<file path="config.mk">
export PLATFORM = sky130hd
export DESIGN_NAME = video_rx_capture
export DESIGN_NICKNAME = d
export VERILOG_FILES = /design/src/rtl/video_rx_pkg.sv /design/src/rtl/video_rx_fifo.sv /design/src/rtl/video_rx_capture.sv
export SDC_FILE = /design/constraint.sdc
export NUM_CORES = 1
export LEC_CHECK = 0
export BUFFER_PORTS_ARGS = -buffer_cell sky130_fd_sc_hd__buf_2
export CAP_MARGIN = 20
export CORE_UTILIZATION = 25
export DETAILED_ROUTE_END_ITERATION = 10
export GPL_TIMING_DRIVEN = 0
export SYNTH_ARGS = -nofsm -noshare
export SYNTH_HDL_FRONTEND = slang
export SYNTH_HIERARCHICAL = 1
export SYNTH_SLANG_ARGS = --single-unit
</file>
<file path="constraint.sdc">
create_clock -name iClk -period 9.9 [get_ports iClk]
set_clock_uncertainty 0.15 [all_clocks]
set_input_delay 0.495 -clock iClk [delete_from_list [all_inputs] [get_ports iClk]]
set_output_delay 0.495 -clock iClk [all_outputs]
set_load 0.01 [all_outputs]
</file>
<file path="src/rtl/video_rx_pkg.sv">
// Shared constants for the video receive/capture path.
//  - FSM state encoding for video_rx_capture
//  - alpha nibble forced into every captured pixel word
package video_rx_pkg;

    localparam logic [2:0] ST_IDLE    = 3'd0;
    localparam logic [2:0] ST_WAIT_VS = 3'd1;
    localparam logic [2:0] ST_CAPTURE = 3'd2;
    localparam logic [2:0] ST_DRAIN   = 3'd3;
    localparam logic [2:0] ST_DONE    = 3'd4;

    localparam logic [3:0] ALPHA = 4'hF;
    localparam int unsigned RGB_W = 12;

endpackage

</file>
<file path="src/rtl/video_rx_fifo.sv">
// Single-clock first-word-fall-through FIFO buffering captured pixels.
// Ports:
//  clk, rst_n       clock, async active-low reset (pointers flushed)
//  push, wr_data    write request and data; accepted when not full or popping
//  pop              read request; rd_data_c shows the head word combinationally
//  full_c, empty_c  combinational status flags
module video_rx_fifo #(
    parameter int unsigned DEPTH = 32,
    parameter int unsigned WIDTH = 16
) (
    input  logic             clk,
    input  logic             rst_n,
    input  logic             push,
    input  logic [WIDTH-1:0] wr_data,
    input  logic             pop,
    output logic [WIDTH-1:0] rd_data_c,
    output logic             full_c,
    output logic             empty_c
);

    localparam int unsigned AW = $clog2(DEPTH);

    logic [WIDTH-1:0] mem [DEPTH];
    logic [AW:0]      wr_ptr;
    logic [AW:0]      rd_ptr;
    logic             wr_en;
    logic             rd_en;

    // Push on a full FIFO is legal when the head leaves in the same cycle.
    assign wr_en     = push && (!full_c || pop);
    assign rd_en     = pop && !empty_c;
    assign empty_c   = (wr_ptr == rd_ptr);
    assign full_c    = (wr_ptr[AW] != rd_ptr[AW]) && (wr_ptr[AW-1:0] == rd_ptr[AW-1:0]);
    assign rd_data_c = mem[rd_ptr[AW-1:0]];

    // Pointer registers
    always_ff @(posedge clk or negedge rst_n) begin
        if (!rst_n) begin
            wr_ptr <= '0;
            rd_ptr <= '0;
        end else begin
            if (wr_en) wr_ptr <= wr_ptr + 1'b1;
            if (rd_en) rd_ptr <= rd_ptr + 1'b1;
        end
    end

    // Storage array
    always_ff @(posedge clk) begin
        if (wr_en) mem[wr_ptr[AW-1:0]] <= wr_data;
    end

endmodule

</file>
<file path="src/rtl/video_rx_capture.sv">
// Parallel TFT video receiver: registers HSync/VSync/DE/RGB444, checks frame
// geometry and writes active pixels to alternating SRAM frame buffers over a
// Ufi master write port.
// Ports:
//  iClk, iRst                 clock, async active-low reset
//  iVidHSync/VSync/De/Rgb     video input stream
//  iCapEn                     capture enable level
//  iHdisplay, iVdisplay       expected pixels/line and lines/frame
//  iFbufAdrs1/2               frame buffer base addresses
//  oMUfi*, iMUfiRdy           Ufi write master
//  oFrameDone, oBufSel        frame completion pulse, buffer being written
//  oMeasH/V, oFmtErr, oOvf    measured geometry and sticky error flags
module video_rx_capture
    import video_rx_pkg::*;
#(
    parameter int unsigned pUfiBusWidth   = 16,
    parameter int unsigned pMemAdrsWidth  = 19,
    parameter int unsigned pHdisplayWidth = 11,
    parameter int unsigned pVdisplayWidth = 11,
    parameter int unsigned pFifoDepth     = 32,
    parameter string       pSyncActiveLow = "yes"
) (
    input  logic                      iClk,
    input  logic                      iRst,
    input  logic                      iVidHSync,
    input  logic                      iVidVSync,
    input  logic                      iVidDe,
    input  logic [RGB_W-1:0]          iVidRgb,
    input  logic                      iCapEn,
    input  logic [pHdisplayWidth-1:0] iHdisplay,
    input  logic [pVdisplayWidth-1:0] iVdisplay,
    input  logic [pMemAdrsWidth-1:0]  iFbufAdrs1,
    input  logic [pMemAdrsWidth-1:0]  iFbufAdrs2,
    output logic [pUfiBusWidth-1:0]   oMUfiWd,
    output logic [pMemAdrsWidth-1:0]  oMUfiAdrs,
    output logic                      oMUfiWEd,
    output logic                      oMUfiREd,
    output logic                      oMUfiVd,
    output logic                      oMUfiCmd,
    input  logic                      iMUfiRdy,
    output logic                      oFrameDone,
    output logic                      oBufSel,
    output logic [pHdisplayWidth-1:0] oMeasH,
    output logic [pVdisplayWidth-1:0] oMeasV,
    output logic                      oFmtErr,
    output logic                      oOvf
);

    localparam logic SYNC_LOW = (pSyncActiveLow == "yes");

    logic                      vs_r, vs_d, de_r, de_d;
    logic [RGB_W-1:0]          rgb_r;
    logic                      vs_rise, de_fall;
    logic [2:0]                state, next_state;
    logic                      fifo_full, fifo_empty;
    logic [pUfiBusWidth-1:0]   fifo_data;
    logic                      cap_pix, push, drop, load, drain_done;
    logic                      cap_start, frame_end;
    logic [pHdisplayWidth-1:0] pix_cnt, last_w;
    logic [pVdisplayWidth-1:0] line_cnt;
    logic [pMemAdrsWidth-1:0]  offset;
    logic                      ovf_frame, abort_q;
    logic                      unused_hsync;

    // Line boundaries are taken from DE; HSync carries no extra information here.
    assign unused_hsync = iVidHSync;

    // Input register; syncs normalised to active-high
    always_ff @(posedge iClk or negedge iRst) begin
        if (!iRst) begin
            vs_r  <= 1'b0;
            vs_d  <= 1'b0;
            de_r  <= 1'b0;
            de_d  <= 1'b0;
            rgb_r <= '0;
        end else begin
            vs_r  <= iVidVSync ^ SYNC_LOW;
            vs_d  <= vs_r;
            de_r  <= iVidDe;
            de_d  <= de_r;
            rgb_r <= iVidRgb;
        end
    end

    assign vs_rise    = vs_r && !vs_d;
    assign de_fall    = de_d && !de_r;
    assign cap_pix    = (state == ST_CAPTURE) && de_r;
    // Output stage reloads from the FIFO whenever it is empty or its beat completes.
    assign load       = ((state == ST_CAPTURE) || (state == ST_DRAIN)) && !fifo_empty
                        && (!oMUfiVd || iMUfiRdy);
    assign push       = cap_pix && !ovf_frame && (!fifo_full || load);
    assign drop       = cap_pix && !ovf_frame && fifo_full && !load;
    assign drain_done = fifo_empty && !oMUfiVd;
    assign cap_start  = (state == ST_WAIT_VS) && (next_state == ST_CAPTURE);
    assign frame_end  = (state == ST_DRAIN) && (next_state == ST_DONE);

    video_rx_fifo #(
        .DEPTH (pFifoDepth),
        .WIDTH (pUfiBusWidth)
    ) u_fifo (
        .clk       (iClk),
        .rst_n     (iRst),
        .push      (push),
        .wr_data   (pUfiBusWidth'({ALPHA, rgb_r})),
        .pop       (load),
        .rd_data_c (fifo_data),
        .full_c    (fifo_full),
        .empty_c   (fifo_empty)
    );

    // State register
    always_ff @(posedge iClk or negedge iRst) begin
        if (!iRst) state <= ST_IDLE;
        else       state <= next_state;
    end

    // Next-state logic
    always_comb begin
        next_state = state;
        case (state)
            ST_IDLE:    if (iCapEn) next_state = ST_WAIT_VS;
            ST_WAIT_VS: begin
                if (!iCapEn)      next_state = ST_IDLE;
                else if (vs_rise) next_state = ST_CAPTURE;
            end
            ST_CAPTURE: if (!iCapEn || vs_rise) next_state = ST_DRAIN;
            ST_DRAIN:   if (drain_done) next_state = abort_q ? ST_IDLE : ST_DONE;
            ST_DONE:    next_state = iCapEn ? ST_WAIT_VS : ST_IDLE;
            default:    next_state = ST_IDLE;
        endcase
    end

    // Geometry counters, status flags and Ufi output stage
    always_ff @(posedge iClk or negedge iRst) begin
        if (!iRst) begin
            pix_cnt    <= '0;
            last_w     <= '0;
            line_cnt   <= '0;
            offset     <= '0;
            ovf_frame  <= 1'b0;
            abort_q    <= 1'b0;
            oMUfiVd    <= 1'b0;
            oMUfiWd    <= '0;
            oMUfiAdrs  <= '0;
            oFrameDone <= 1'b0;
            oBufSel    <= 1'b0;
            oMeasH     <= '0;
            oMeasV     <= '0;
            oFmtErr    <= 1'b0;
            oOvf       <= 1'b0;
        end else begin
            oFrameDone <= 1'b0;
            if (cap_start) begin
                pix_cnt   <= '0;
                last_w    <= '0;
                line_cnt  <= '0;
                offset    <= '0;
                ovf_frame <= 1'b0;
                abort_q   <= 1'b0;
            end
            if (state == ST_CAPTURE) begin
                if (de_r) pix_cnt <= (&pix_cnt) ? pix_cnt : pix_cnt + 1'b1;
                if (de_fall) begin
                    line_cnt <= (&line_cnt) ? line_cnt : line_cnt + 1'b1;
                    last_w   <= pix_cnt;
                    pix_cnt  <= '0;
                    if (pix_cnt != iHdisplay) oFmtErr <= 1'b1;
                end
                if (!iCapEn) abort_q <= 1'b1;
            end
            // After the first drop the rest of the frame is discarded, so the
            // beats that do get written keep their true buffer offsets.
            if (drop) begin
                ovf_frame <= 1'b1;
                oOvf      <= 1'b1;
            end
            if (load) begin
                oMUfiVd   <= 1'b1;
                oMUfiWd   <= fifo_data;
                oMUfiAdrs <= (oBufSel ? iFbufAdrs2 : iFbufAdrs1) + offset;
                offset    <= offset + 1'b1;
            end else if (iMUfiRdy) begin
                oMUfiVd <= 1'b0;
            end
            if (frame_end) begin
                oMeasH     <= last_w;
                oMeasV     <= line_cnt;
                oFrameDone <= 1'b1;
                oBufSel    <= !oBufSel;
                offset     <= '0;
                if (line_cnt != iVdisplay) oFmtErr <= 1'b1;
            end
            if ((state == ST_IDLE) && !iCapEn) begin
                oFmtErr <= 1'b0;
                oOvf    <= 1'b0;
            end
        end
    end

    assign oMUfiWEd = oMUfiVd;
    assign oMUfiREd = 1'b0;
    assign oMUfiCmd = 1'b0;

endmodule

</file>
==> results of run 1 <==
==> per-layer routing <==
layer / up-vias / part of all wire / GRT usage
met5: - / 0 / 0
met4: 0 / 0.025 / 0.0418
met3: 98 / 0.056 / 0.0190
met2: 462 / 0.48 / 0.198
met1: 8149 / 0.44 / 0.162
li1: 7432 / - / -
==> layout make-up <==
| type | instances | area (µm²) |
|---|---|---|
| Fill cell | 10700 | 75600 |
| Sequential cell | 659 | 19100 |
| Multi-Input combinational cell | 1135 | 8290 |
| Clock buffer | 104 | 2030 |
| Tap cell | 1414 | 1770 |
| Timing Repair Buffer | 169 | 1190 |
| Buffer | 96 | 546 |
| Clock inverter | 26 | 305 |
| Inverter | 15 | 56.3 |
==> cell usage in the layout (no fill, tap or decap), types with 19 or more instances in the layout <==
master	netlist	routed
a21oi_1	49	49
a22oi_1	33	33
and3_1	48	48
buf_2	33	172
clkbuf_1	30	52
clkbuf_16	0	73
conb_1	2	130
dfrtp_1	147	147
edfxtp_1	512	512
ha_1	26	26
mux2_2	68	68
mux2i_1	65	65
mux4_2	80	80
nand2_1	236	236
nand3_1	33	33
nor2_1	53	52
o21ai_0	63	63
o21ai_1	26	26
xnor2_1	19	19
xor2_1	38	38
==> registers in the layout, indices dropped and copies added (netlist names), 3 cells and up <==
register,cells
u_fifo/mem,512
last_w,11
pix_cnt,11
oMUfiWd,16
oMUfiAdrs,19
oMeasH,11
offset,19
oMeasV,11
u_fifo/wr_ptr,6
state,3
line_cnt,11
rgb_r,12
u_fifo/rd_ptr,6
==> power groups by stage <==
| stage | Clock, mW | Sequential [mW] | Combinational [mW] |
|---|---|---|---|
| global placement | 0 | 3.46 | 2.85 |
| floorplan | 0 | 3.45 | 1.86 |
| finish | 2.65 | 3.40 | 2.89 |
| CTS | 2.71 | 3.40 | 2.90 |
| detailed placement | 0 | 3.46 | 2.88 |
| global route | 2.83 | 3.42 | 3.12 |
==> timing repair <==
item | 4_1_cts | 5_1_grt
gates resized for setup | 0 | 0
hold buffers | 16 | 0
hold endpoints to repair | 85 | 0
==> metrics by stage <==
stage	instance area (µm²)	utilization	hold slack, ps
2_1_floorplan	27900	-	49.4
3_3_place_gp	30400	0.279	251
3_5_place_dp	30600	0.281	245
4_1_cts	33100	0.304	75.3
5_1_grt	33200	0.305	136
6_report	33200	0.305	110
==> logic make-up (layout without fill, tap and decap cells) <==
kind of cell,after synthesis,after routing,synth area share
compound gates,266,266,0.0619
xor+xnor,57,57,0.0182
fa+ha+maj,27,27,0.0126
buf+inv,111,410,0.0219
flops,659,659,0.694
mux,213,213,0.117
other cells,2,130,0.000273
simple gates,442,442,0.0742
==> worst register-to-register path, delay by kind of cell, from the launching register on <==
family | cells | cell delay, ps
simple gates | 5 | 1840
compound gates | 2 | 570
xor+xnor | 1 | 170
flops | 1 | 380
buf+inv | 4 | 1390
==> final timing paths <==
check / from / endpoint / slack (ps) / cells past startpoint
setup / recovery: u_fifo/rd_ptr[1] / u_fifo/mem[25][2] / 5000 / 12
min in group asynchronous: iRst / oMeasV[4] / 290 / 2
hold reg to reg: vs_r / vs_d / 250 / 0
setup reg to reg: u_fifo/rd_ptr[1] / u_fifo/mem[25][2] / 5000 / 12
hold / removal: iMUfiRdy / oMUfiVd / 110 / 3
max in group asynchronous: iRst / oMUfiAdrs[2] / 8460 / 3
==> results.ini, run 1 <==
[status]
outcome = completed

[synth]
synth.area.top_cells = edfxtp_1 56%, dfrtp_1 13%, mux4_2 6.6%, nand2_1 3.2%, mux2_2 2.8%
ys_warn_count = 6
synth-seq-cells = 659
avgSynthCellArea_um2 = 15.5
synth.most_common_cell = edfxtp_1
synth_common_cells = 512 x edfxtp_1, 236 x nand2_1, 147 x dfrtp_1
synth_cell_types = 64
synth_edf_count = 512
netlist_area_um2 = 27500
seq_area_frac_synth = 0.694
synthArstFlopShare = 0.223
synth-main-ff-cell = edfxtp_1
synthesis.instances = 1777
synth_top_area_share = 0.560
synth_area_leader_cell = edfxtp_1

[run]
cap_violations = 0

[global_routing]
grt_max_degree = 78
antenna_found_initial = 0
grt.overflow.total = 0
grt_pass1_vias = 15900
track_usage = 0.121
grt_pass1_wl_mm = 102

[final_layout]
drive_gt1_frac = 0.218
finalNonFillerCells = 3618
final_nets = 2253
area.growth.synth_to_final_pct = 21.1
diodes = 0

[timing]
layout_setup_ws_ps = 5000
timing.final.crit_share = 0.495
max-slew-margin-rel = 0.300
fin_crit_ps = 4900
fin_setup_tns_ps = 0
rsz0062_at_grt = no
maxSlewViolCount = 0
tightest_slew_ps = 1050
hold_violations = 0
setup_viol = 0
max_freq_ghz = 0.204

[floorplanning]
die_area_um2 = 111000
ios = 144
coreArea_um2 = 109000
initial_core_util = 0.252
rows = 121
dieHeight_um = 333
die_x_um = 333

[critical_path]
slowest_stage = nor3_1
critPathTopFamily = simple AND/OR/NAND/NOR gates
crit_path_frequent_cell = clkbuf_1
cpPeakStageDelay_ps = 760
cp.buffers_inverters = 4
crit_fanout = 16
crit_required_ps = 9950
arrival_ps = 4950
path_cells = buf_4 -> xnor2_1 -> nand3_1 -> nor3_1 -> nor2_1 -> nand2_1 -> clkbuf_1 -> clkbuf_1 -> a21boi_0 -> o41a_1 -> clkbuf_1 -> and3_1
crit_path_end_kind = flop
crit_type = flop to flop
crit_path_start_kind = flop

[detailed_routing]
num_vias = 16100
drt_first_pass_iters = 5
routedWlPerCell_um = 18.8
drt_wl_total_mm = 68.0
routed_via_density = 4.46
drc = 0
first_iter_violations = 1295
drtAntennaViolNets = 0

[clock_tree]
cts_sinks = 659
clock_path_buffers = 3
htree_levels = 3
clkLatencyLatePin_ps = 620
cts_buffers = 71
clk_pin_slew_ps = 60
root_buffer = clkbuf_16
cts_tree = built
post_cts_buffers = 0

[pwr]
vdd_ir_drop_max_uv = 167
p_per_area_nw_per_um2 = 269
p_clk_frac = 0.296
swShare = 0.334
power.leakage_nw = 12.5
power_frac_seq = 0.380
p_comb_frac = 0.324
p_int_mw = 5.96
power_mw = 8.94
p_switching_mw = 2.98

[placement]
hpwl_mm = 45.9
place_congestion = 0.800
io_buffers = 140
place_inst = 3468
place_ws_ps = 5080

[hold_path]
hold_path_class = input port to flop

Power figures use the tool's default switching activity.
==> run 2, diff against run 1 <==
- clock period: 9.9 -> 4.96 ns (I/O delays scaled with it)
==> run 2 against run 1 <==
- wire length is essentially flat
- design area grew 0.11%
- critical path depth is the same
- combinational power grew 100%
- utilization is essentially flat
- count of clock-buffer cells in the layout is the same
- global-route usage is the same
- register-to-register slack lost 4700 ps
- sequential cell count is the same
- sequential share of layout area shrank 0.060 points
- first-iteration DRC count shrank 5.3%
- die area is the same
==> results.ini, run 2 (synthesis gave the netlist of run 1 again) <==
[final_layout]
fin_util = 0.306
nFillCells = 10700
final_nets = 2256
most-common-layout-cells = 512 x edfxtp_1, 236 x nand2_1, 172 x buf_2
area.growth.synth_to_final_pct = 21.2
largest_reg_flops = 512
final_common_cell = edfxtp_1
diodes = 0
drive_gt1_frac = 0.218

[timing]
max_freq_ghz = 0.214
maxSlewViolCount = 0
fin_crit_ps = 4670
layout_setup_ws_ps = 293
rsz0062_at_grt = no
timing.final.crit_share = 0.941
hold_ws_ps = 35.4
setup_viol = 0
hold_violations = 0
max-slew-margin-rel = 0.305
fin_setup_tns_ps = 0
tightest_slew_ps = 1040

[detailed_routing]
first_iter_violations = 1226
drtAntennaViolNets = 0
routed_via_density = 4.45
drt_first_pass_iters = 5
num_vias = 16100
routedWlPerCell_um = 18.8
drt_wl_total_mm = 68.0
drc = 0

[critical_path]
crit_type = flop to flop
crit_path_start_kind = flop
slowest_stage = and3_1
cpPeakStageDelay_ps = 580
crit_path_frequent_cell = clkbuf_1
crit_fanout = 16
path_cells = buf_4 -> xnor2_1 -> nand3_1 -> nor3_2 -> nor2_1 -> nand2_1 -> clkbuf_1 -> clkbuf_1 -> a21boi_0 -> o41a_1 -> clkbuf_1 -> and3_1
cp.buffers_inverters = 4
crit_required_ps = 5020
crit_path_end_kind = flop
arrival_ps = 4720
critPathTopFamily = simple AND/OR/NAND/NOR gates

[pwr]
power_mw = 17.9
vdd_ir_drop_max_uv = 333
power.leakage_nw = 12.5
p_per_area_nw_per_um2 = 537

[floorplanning]
dieHeight_um = 333
initial_core_util = 0.252
die_x_um = 333
ios = 144
rows = 121
coreArea_um2 = 109000
die_area_um2 = 111000

[run]
cap_violations = 0

[global_routing]
grt_pass1_vias = 15900
track_usage = 0.121
grt.overflow.total = 0
grt_max_degree = 78
antenna_found_initial = 0
grt_pass1_wl_mm = 102

[clock_tree]
cts_buffers = 71
root_buffer = clkbuf_16
clkLatencyLatePin_ps = 620
htree_levels = 3
cts_sinks = 659
cts_tree = built
clock_path_buffers = 3
clk_pin_slew_ps = 60

[placement]
hpwl_mm = 45.9
place_ws_ps = 136
place_congestion = 0.800
io_buffers = 140

[hold_path]
hold_path_class = input port to async pin

[status]
outcome = completed

run 2: cell count changes in the layout (fill, tap and decap cells not counted), sizes merged:
| cell | delta |
|---|---|
| dlygate4sd3 | +3 |
run 2: final cells by class:
cell class	count	area, µm²	area share
Tap cell	1414	1770	0.0532
Inverter	15	56.3	0.00169
Timing Repair Buffer	172	1220	0.0367
Buffer	96	546	0.0164
Multi-Input combinational cell	1135	8300	0.249
Clock buffer	104	2030	0.0611
Clock inverter	26	305	0.00917
Sequential cell	659	19100	0.573
run 2: worst reg2reg max path, cell delays in order (launching register included):
cell,delay [ps]
dfrtp_1,380
buf_4,200
xnor2_1,170
nand3_1,180
nor3_2,490
nor2_1,120
nand2_1,170
clkbuf_1,400
clkbuf_1,560
a21boi_0,350
o41a_1,240
clkbuf_1,250
and3_1,590
run 2: path summary, 6_finish.rpt:
| path | start | endpoint | slack (ps) | cells past startpoint |
|---|---|---|---|---|
| worst min-delay path | iRst | oMeasV[4] | 40 | 2 |
| worst min register to register | vs_r | vs_d | 260 | 0 |
| max in group asynchronous | iRst | oMUfiAdrs[2] | 3770 | 3 |
| min in group iClk | iVdisplay[1] | oFmtErr | 60 | 6 |
| worst max-delay path | u_fifo/rd_ptr[1] | u_fifo/mem[31][3] | 290 | 12 |
| worst max register to register | u_fifo/rd_ptr[1] | u_fifo/mem[31][3] | 290 | 12 |
run 2: what timing repair did:
item                                    CTS  global route
gates resized for setup                   0             1
hold buffers                             19             0
endpoints found under the setup margin    0           496
endpoints found under the hold margin   121             0
buffers inserted                          0             0
run 2: power breakdown:
part	total (mW)	leakage [nW]	internal, mW	switching (mW)
combinational	5.79	4.90	2.31	3.48
clock	5.29	1.15	3.16	2.13
sequential	6.78	6.49	6.41	0.369
total	17.9	12.5	11.9	5.97
run 2: metal layers:
metal,track usage,share of wire,up-vias
met5,0,0,-
met4,0.0418,0.025,0
met3,0.0189,0.056,104
met2,0.198,0.48,473
met1,0.162,0.44,8118
li1,-,-,7436
run 2: through the flow:
step / area [µm²] / cells
finish: 33300 / 3621
global route: 33300 / 3621
CTS: 33200 / 3617
detailed placement: 30600 / 3468
global placement: 30400 / 3459
floorplan: 27900 / 1905
